File: src/rtl/sensor_frame_stats.sv
`default_nettype none
// ============================================================================
// Module   : sensor_frame_stats
// Purpose  : Per-frame image statistics over a rectangular region of interest
//            (pixel sum, pixel count, saturated-pixel count, min, max), plus an
//            exposure-length timer and a completed-frame counter.
// Ports    : px_clk / px_reset        clock, synchronous active-high reset
//            exp_in                   exposure strobe
//            din / en_in / vs_in      D-lane pixel beat, beat valid, frame active
//            roi_x0..roi_y1, sat_thr  ROI bounds and threshold, taken at frame start
//            exp_time_out             last completed exposure length (cycles)
//            gray_sum_out .. max_out  statistics of the last completed frame
//            frame_cnt_out            completed frames (wrapping)
//            stats_valid              one-cycle pulse when frame outputs update
// Revision : 1.0 - initial release
// ============================================================================
module sensor_frame_stats #(
   parameter int D     = 4,
   parameter int PIX_W = 12,
   parameter int SUM_W = 48
) (
   input  logic               px_clk,
   input  logic               px_reset,
   input  logic               exp_in,
   input  logic [PIX_W*D-1:0] din,
   input  logic               en_in,
   input  logic               vs_in,
   input  logic [15:0]        roi_x0,
   input  logic [15:0]        roi_x1,
   input  logic [15:0]        roi_y0,
   input  logic [15:0]        roi_y1,
   input  logic [PIX_W-1:0]   sat_thr,
   output logic [31:0]        exp_time_out,
   output logic [SUM_W-1:0]   gray_sum_out,
   output logic [31:0]        pix_cnt_out,
   output logic [31:0]        sat_cnt_out,
   output logic [PIX_W-1:0]   min_out,
   output logic [PIX_W-1:0]   max_out,
   output logic [15:0]        frame_cnt_out,
   output logic               stats_valid
);
   localparam int CW  = $clog2(D + 1);   // per-beat lane count width
   localparam int SW1 = PIX_W + CW;      // per-beat lane sum width
   localparam int AW  = SUM_W + 1;       // accumulator sum with carry

   // edge-detect and frame tracking
   logic exp_r_q, vs_r_q, en_r_q, seen_low_q, frame_q, end1_q;
   logic [31:0] exp_cnt_q;
   logic [15:0] x0_q, x1_q, y0_q, y1_q;
   logic [PIX_W-1:0] thr_q;
   logic [31:0] base_q, row_q;

   // reduction stage
   logic s1_v_q;
   logic [SW1-1:0] s1_sum_q;
   logic [CW-1:0] s1_cnt_q, s1_sat_q;
   logic [PIX_W-1:0] s1_min_q, s1_max_q;

   // accumulators
   logic [SUM_W-1:0] acc_sum_q, acc_sum_d;
   logic [31:0] acc_pix_q, acc_pix_d, acc_sat_q, acc_sat_d;
   logic [PIX_W-1:0] acc_min_q, acc_min_d, acc_max_q, acc_max_d;

   logic w_rise, w_end, w_en_fall, w_beat, w_row_ok;
   logic [31:0] w_base, w_row, w_col;
   logic [15:0] w_x0, w_x1, w_y0, w_y1;
   logic [PIX_W-1:0] w_thr, w_pix, w_min, w_max;
   logic [SW1-1:0] w_sum;
   logic [CW-1:0] w_cnt, w_sat;
   logic [AW-1:0] w_acc_sum;
   logic [32:0] w_acc_pix, w_acc_sat;

   // A rising edge only opens a frame once vs_in has been seen low since
   // reset, so a frame already in progress at reset release is ignored.
   assign w_rise    = vs_in & ~vs_r_q & seen_low_q;
   assign w_end     = ~vs_in & vs_r_q & frame_q;
   assign w_en_fall = ~en_in & en_r_q;
   assign w_beat    = en_in & vs_in & (frame_q | w_rise);

   // On the opening cycle the live ROI inputs apply; afterwards the sampled copy.
   assign w_x0  = w_rise ? roi_x0  : x0_q;
   assign w_x1  = w_rise ? roi_x1  : x1_q;
   assign w_y0  = w_rise ? roi_y0  : y0_q;
   assign w_y1  = w_rise ? roi_y1  : y1_q;
   assign w_thr = w_rise ? sat_thr : thr_q;
   assign w_base = w_rise ? 32'd0 : base_q;
   assign w_row  = w_rise ? 32'd0 : row_q;
   assign w_row_ok = (w_row >= {16'd0, w_y0}) && (w_row <= {16'd0, w_y1});

   // Lane reduction; an inverted ROI fails every comparison and so is empty.
   always_comb begin
      w_sum = '0;
      w_cnt = '0;
      w_sat = '0;
      w_min = '1;
      w_max = '0;
      w_pix = '0;
      w_col = '0;
      for (int i = 0; i < D; i++) begin
         w_pix = din[PIX_W*i +: PIX_W];
         w_col = w_base + 32'(i);
         if (w_beat && w_row_ok &&
             (w_col >= {16'd0, w_x0}) && (w_col <= {16'd0, w_x1})) begin
            w_sum = w_sum + SW1'(w_pix);
            w_cnt = w_cnt + CW'(1);
            if (w_pix >= w_thr) w_sat = w_sat + CW'(1);
            if (w_pix < w_min)  w_min = w_pix;
            if (w_pix > w_max)  w_max = w_pix;
         end
      end
   end

   always_ff @(posedge px_clk) begin
      if (px_reset) begin
         exp_r_q <= 1'b0; vs_r_q <= 1'b0; en_r_q <= 1'b0;
         seen_low_q <= 1'b0; frame_q <= 1'b0; end1_q <= 1'b0;
         exp_cnt_q <= '0; exp_time_out <= '0;
         x0_q <= '0; x1_q <= '0; y0_q <= '0; y1_q <= '0; thr_q <= '0;
         base_q <= '0; row_q <= '0;
         s1_v_q <= 1'b0; s1_sum_q <= '0; s1_cnt_q <= '0; s1_sat_q <= '0;
         s1_min_q <= '0; s1_max_q <= '0;
      end else begin
         exp_r_q <= exp_in;
         vs_r_q  <= vs_in;
         en_r_q  <= en_in;
         end1_q  <= w_end;
         if (!vs_in) seen_low_q <= 1'b1;

         if (exp_in) begin
            if (exp_cnt_q != '1) exp_cnt_q <= exp_cnt_q + 32'd1;
         end else begin
            exp_cnt_q <= '0;
         end
         if (!exp_in && exp_r_q) exp_time_out <= exp_cnt_q;

         if (w_rise) begin
            frame_q <= 1'b1;
            x0_q <= roi_x0; x1_q <= roi_x1;
            y0_q <= roi_y0; y1_q <= roi_y1;
            thr_q <= sat_thr;
         end else if (!vs_in) begin
            frame_q <= 1'b0;
         end

         // column base restarts at each row; rows advance on en_in falling
         if (w_en_fall)   base_q <= '0;
         else if (w_beat) base_q <= w_base + 32'(D);
         else if (w_rise) base_q <= '0;

         if (w_rise) row_q <= '0;
         else if (w_en_fall && vs_in && frame_q) row_q <= row_q + 32'd1;

         s1_v_q   <= w_beat;
         s1_sum_q <= w_sum;
         s1_cnt_q <= w_cnt;
         s1_sat_q <= w_sat;
         s1_min_q <= w_min;
         s1_max_q <= w_max;
      end
   end

   assign w_acc_sum = {1'b0, acc_sum_q} + AW'(s1_sum_q);
   assign w_acc_pix = {1'b0, acc_pix_q} + 33'(s1_cnt_q);
   assign w_acc_sat = {1'b0, acc_sat_q} + 33'(s1_sat_q);

   // end1_q marks T+1: the last beat has been absorbed, so the totals are
   // final. They are latched (visible at T+2) and cleared on the same edge.
   always_comb begin
      acc_sum_d = acc_sum_q;
      acc_pix_d = acc_pix_q;
      acc_sat_d = acc_sat_q;
      acc_min_d = acc_min_q;
      acc_max_d = acc_max_q;
      if (end1_q) begin
         acc_sum_d = '0;
         acc_pix_d = '0;
         acc_sat_d = '0;
         acc_min_d = '1;
         acc_max_d = '0;
      end else if (s1_v_q) begin
         acc_sum_d = w_acc_sum[SUM_W] ? '1 : w_acc_sum[SUM_W-1:0];
         acc_pix_d = w_acc_pix[32] ? '1 : w_acc_pix[31:0];
         acc_sat_d = w_acc_sat[32] ? '1 : w_acc_sat[31:0];
         if (s1_min_q < acc_min_q) acc_min_d = s1_min_q;
         if (s1_max_q > acc_max_q) acc_max_d = s1_max_q;
      end
   end

   always_ff @(posedge px_clk) begin
      if (px_reset) begin
         acc_sum_q <= '0; acc_pix_q <= '0; acc_sat_q <= '0;
         acc_min_q <= '1; acc_max_q <= '0;
         gray_sum_out <= '0; pix_cnt_out <= '0; sat_cnt_out <= '0;
         min_out <= '0; max_out <= '0; frame_cnt_out <= '0;
         stats_valid <= 1'b0;
      end else begin
         acc_sum_q <= acc_sum_d;
         acc_pix_q <= acc_pix_d;
         acc_sat_q <= acc_sat_d;
         acc_min_q <= acc_min_d;
         acc_max_q <= acc_max_d;
         stats_valid <= end1_q;
         if (end1_q) begin
            gray_sum_out  <= acc_sum_q;
            pix_cnt_out   <= acc_pix_q;
            sat_cnt_out   <= acc_sat_q;
            min_out       <= acc_min_q;
            max_out       <= acc_max_q;
            frame_cnt_out <= frame_cnt_out + 16'd1;
         end
      end
   end
endmodule
`default_nettype wire

File: config.mk
export PLATFORM = sky130hd
export DESIGN_NAME = sensor_frame_stats
export DESIGN_NICKNAME = d
export VERILOG_FILES = /design/src/rtl/sensor_frame_stats.sv
export SDC_FILE = /design/constraint.sdc
export NUM_CORES = 2
export LEC_CHECK = 0
export ABC_AREA = 1
export CAP_MARGIN = 20
export CORE_UTILIZATION = 65
export CTS_BUF_LIST = sky130_fd_sc_hd__clkbuf_8
export CTS_CLUSTER_SIZE = 14
export DETAILED_ROUTE_END_ITERATION = 10
export DONT_BUFFER_PORTS = 1
export HOLD_SLACK_MARGIN = 0.15
export PLACE_DENSITY = 0.81
export SYNTH_ARGS = -nofsm -noshare
export SYNTH_HDL_FRONTEND = slang
export SYNTH_SLANG_ARGS = --single-unit
File: constraint.sdc
create_clock -name px_clk -period 30 [get_ports px_clk]
set_input_delay 6 -clock px_clk [delete_from_list [all_inputs] [get_ports px_clk]]
set_output_delay 6 -clock px_clk [all_outputs]
set_load 0.02 [all_outputs]
==> metrics <==
status completed; sequential element share of the synthesized area 32.7%; full die area 52200 sq um; Required @ worst endpoint 30.56 ns; Finish-stage setup viols 0; Max-cap violations 0; pin count of the biggest net entering global routing 113; commonest non-fill, non-tap cell in the layout nand2_1; RSZ-0062 raised after global routing false; fin nets 5068; DRC 0; total clock sinks 545; CTS tree built; vias per cell 5.83; Pwr Total 1.54 mW; Mapped Cells 4565; # rows 82; Die Ht 228 um; die width 228 um; Max Root-Sink Buffers 3; DP HPWL 74800 um; Distinct cells, synth 58; power density cells 43.1 nW/um^2; Post-synth EDFFs 0; worst slew pin tran 1.18 ns; Arrival @ worst endpoint 16.64 ns; warnings from Yosys 0; H-tree depth 3; Setup crit start kind input port; most frequent cells in the layout nand2_1 (801), inv_1 (611), dfxtp_1 (545); Crit Path Max Fanout 66; footprint of the multi-input gates 19700 sq um; Final Wtd Congestion 1.01; ys async rst share 0%; syn avg cell area 7.30 sq um; grt ovf 0; first-pass GRT wire length 154000 um; number of global-route vias before repair 28600; Clock Tree Root clkbuf_8; core box area 50400 sq um; share of layout cells above drive strength 1 5.53%; WL per Instance 18.3 um; Filler cells 4303; Slowest-stage cell, CP buf_4; Routed Antenna Nets 0; CTS Buf Count 89; Setup TNS 0 ns; via count 30900; post-cts resize count 0; worst skew pair latency 0.70 ns; endpoints failing hold 0; Reg area 10900 sq um; Final Skew 0.0313 ns; port bufs 0; initial core utilization 66.2%; I/O pin cnt 314; initial antenna violation count 3; slowest stage delay, CP 0.79 ns; Hold Path Class reg2reg; Slew headroom 20.8%; final number of max-transition violations 0; setup bufs post-CTS 0; Mapped Area 33300 sq um; VDD IR max 44.8 uV; First-pass DRT Iterations 6; Critical Path End Type flop; area added between synthesis and finish 7.33%; DRT iter0 DRCs 2657; Tcrit/Tclk final 53.6%; Leakage 16.2 nW; Fmax 62.2 MHz; Post-synth top flop dfxtp_1; #FFs+latches synth 545; Mapped Nets 5067; gr usage total 36.7%; Total Routed Length 97300 um; Most common cell on crit path nand2_1; Hold Buf Count CTS 0; Period minus WS final 16.09 ns; clock-pin slew on the worst setup and hold paths 0.06 ns; CP Class in2reg
-- cell usage after synthesis (13+ instances only) --
cell type | n | area, sq um
nand3_2 | 13 | 130
a21oi_1 | 377 | 1890
nand3_1 | 154 | 771
xor2_1 | 136 | 1190
inv_1 | 584 | 2190
nand4_1 | 60 | 375
a211oi_1 | 20 | 150
mux2i_1 | 77 | 771
o211ai_1 | 18 | 135
o221ai_1 | 19 | 166
o21bai_1 | 19 | 143
buf_1 | 14 | 52.6
a22o_1 | 22 | 193
ha_1 | 367 | 4590
a31oi_1 | 36 | 225
nand2_1 | 801 | 3010
nor2_2 | 24 | 150
xnor2_1 | 22 | 193
nor4_1 | 38 | 238
clkbuf_1 | 97 | 364
dfxtp_1 | 545 | 10900
o21ai_0 | 387 | 1940
nor2_1 | 471 | 1770
o21a_1 | 17 | 128
nor3_1 | 113 | 566
-- area by class of cell --
cell class,count,share of cell area (%)
Antenna cell,2,0.0140
Clock buffer,111,4.27
Clock inverter,47,0.867
Inverter,602,6.31
Multi-Input combinational cell,3296,55.0
Sequential cell,545,30.5
Tap cell,672,2.35
Timing Repair Buffer,32,0.706
-- per-layer routing --
metal	global-route usage (%)	part of all wire, %
met5	0	0.012
met3	9.13	9.5
met2	56.3	43
met1	49.7	44
met4	13.1	3.4
-- final timing paths --
kind	slack, ns	startpoint	cells after the start	end
max	13.91	vs_in	44	s1_max_q[0]$_SDFF_PP0_
min reg2reg	0.47	acc_sat_q[24]$_SDFFE_PP0P_	1	acc_sat_q[24]$_SDFFE_PP0P_
min	0.47	acc_sat_q[24]$_SDFFE_PP0P_	1	acc_sat_q[24]$_SDFFE_PP0P_
max reg2reg	18.83	vs_r_q$_SDFF_PP0_	45	s1_max_q[0]$_SDFF_PP0_
-- power by group --
group          switching, mW  total, mW  internal [mW]  leakage, nW
sequential           0.00798      0.742          0.734         4.41
combinational         0.0892      0.138         0.0491         10.7
clock                  0.309      0.663          0.354         1.04
total                  0.406       1.54           1.14         16.2
-- cell families (layout without fill, tap and decap cells) --
family / count (synthesis) / in the layout / share of synthesized area (%)
DFF: 545 / 545 / 32.7
muxes: 79 / 79 / 2.38
AOI/OAI and AO/OA: 959 / 959 / 15.9
adders and majority gates: 373 / 373 / 14.1
other: 0 / 2 / 0
buffers and inverters: 724 / 792 / 8.31
xor gates and xnor gates: 158 / 158 / 4.15
and+or+nand+nor: 1727 / 1727 / 22.4
-- flip-flops by register name (all words and copies together), names as in the netlist, 15 cells and up --
name,cells
gray_sum_out,48
acc_pix_q,32
y0_q,16
frame_cnt_out,16
pix_cnt_out,32
acc_sat_q,32
x1_q,16
acc_sum_q,48
sat_cnt_out,32
exp_cnt_q,32
s1_sum_q,15
row_q,32
x0_q,16
base_q,32
y1_q,16
exp_time_out,32
-- metrics by stage --
| stage | std cells | setup slack (ns) | hold WS (ns) | utilization [%] | instance area (sq um) |
|---|---|---|---|---|---|
| 2_1_floorplan | 4565 | 16.49 | 0.414 | - | 33300 |
| 3_3_place_gp | 5146 | 13.70 | 0.447 | 67.3 | 33900 |
| 3_5_place_dp | 5146 | 13.47 | 0.461 | 67.3 | 33900 |
| 4_1_cts | 5304 | 14.21 | 0.472 | 71.0 | 35800 |
| 5_1_grt | 5306 | 12.89 | 0.488 | 71.0 | 35800 |
| 6_report | 5307 | 13.91 | 0.471 | 71.0 | 35800 |
-- worst max-delay path: cells and delay by family --
| kind | cells | cell delay, ns |
|---|---|---|
| AO/OA/AOI/OAI | 12 | 2.26 |
| AND/OR/NAND/NOR | 21 | 5.08 |
| adder cells (fa/ha/maj) | 4 | 1.10 |
| buffers and inverters | 7 | 2.07 |
(Power assumes the default switching activity.)
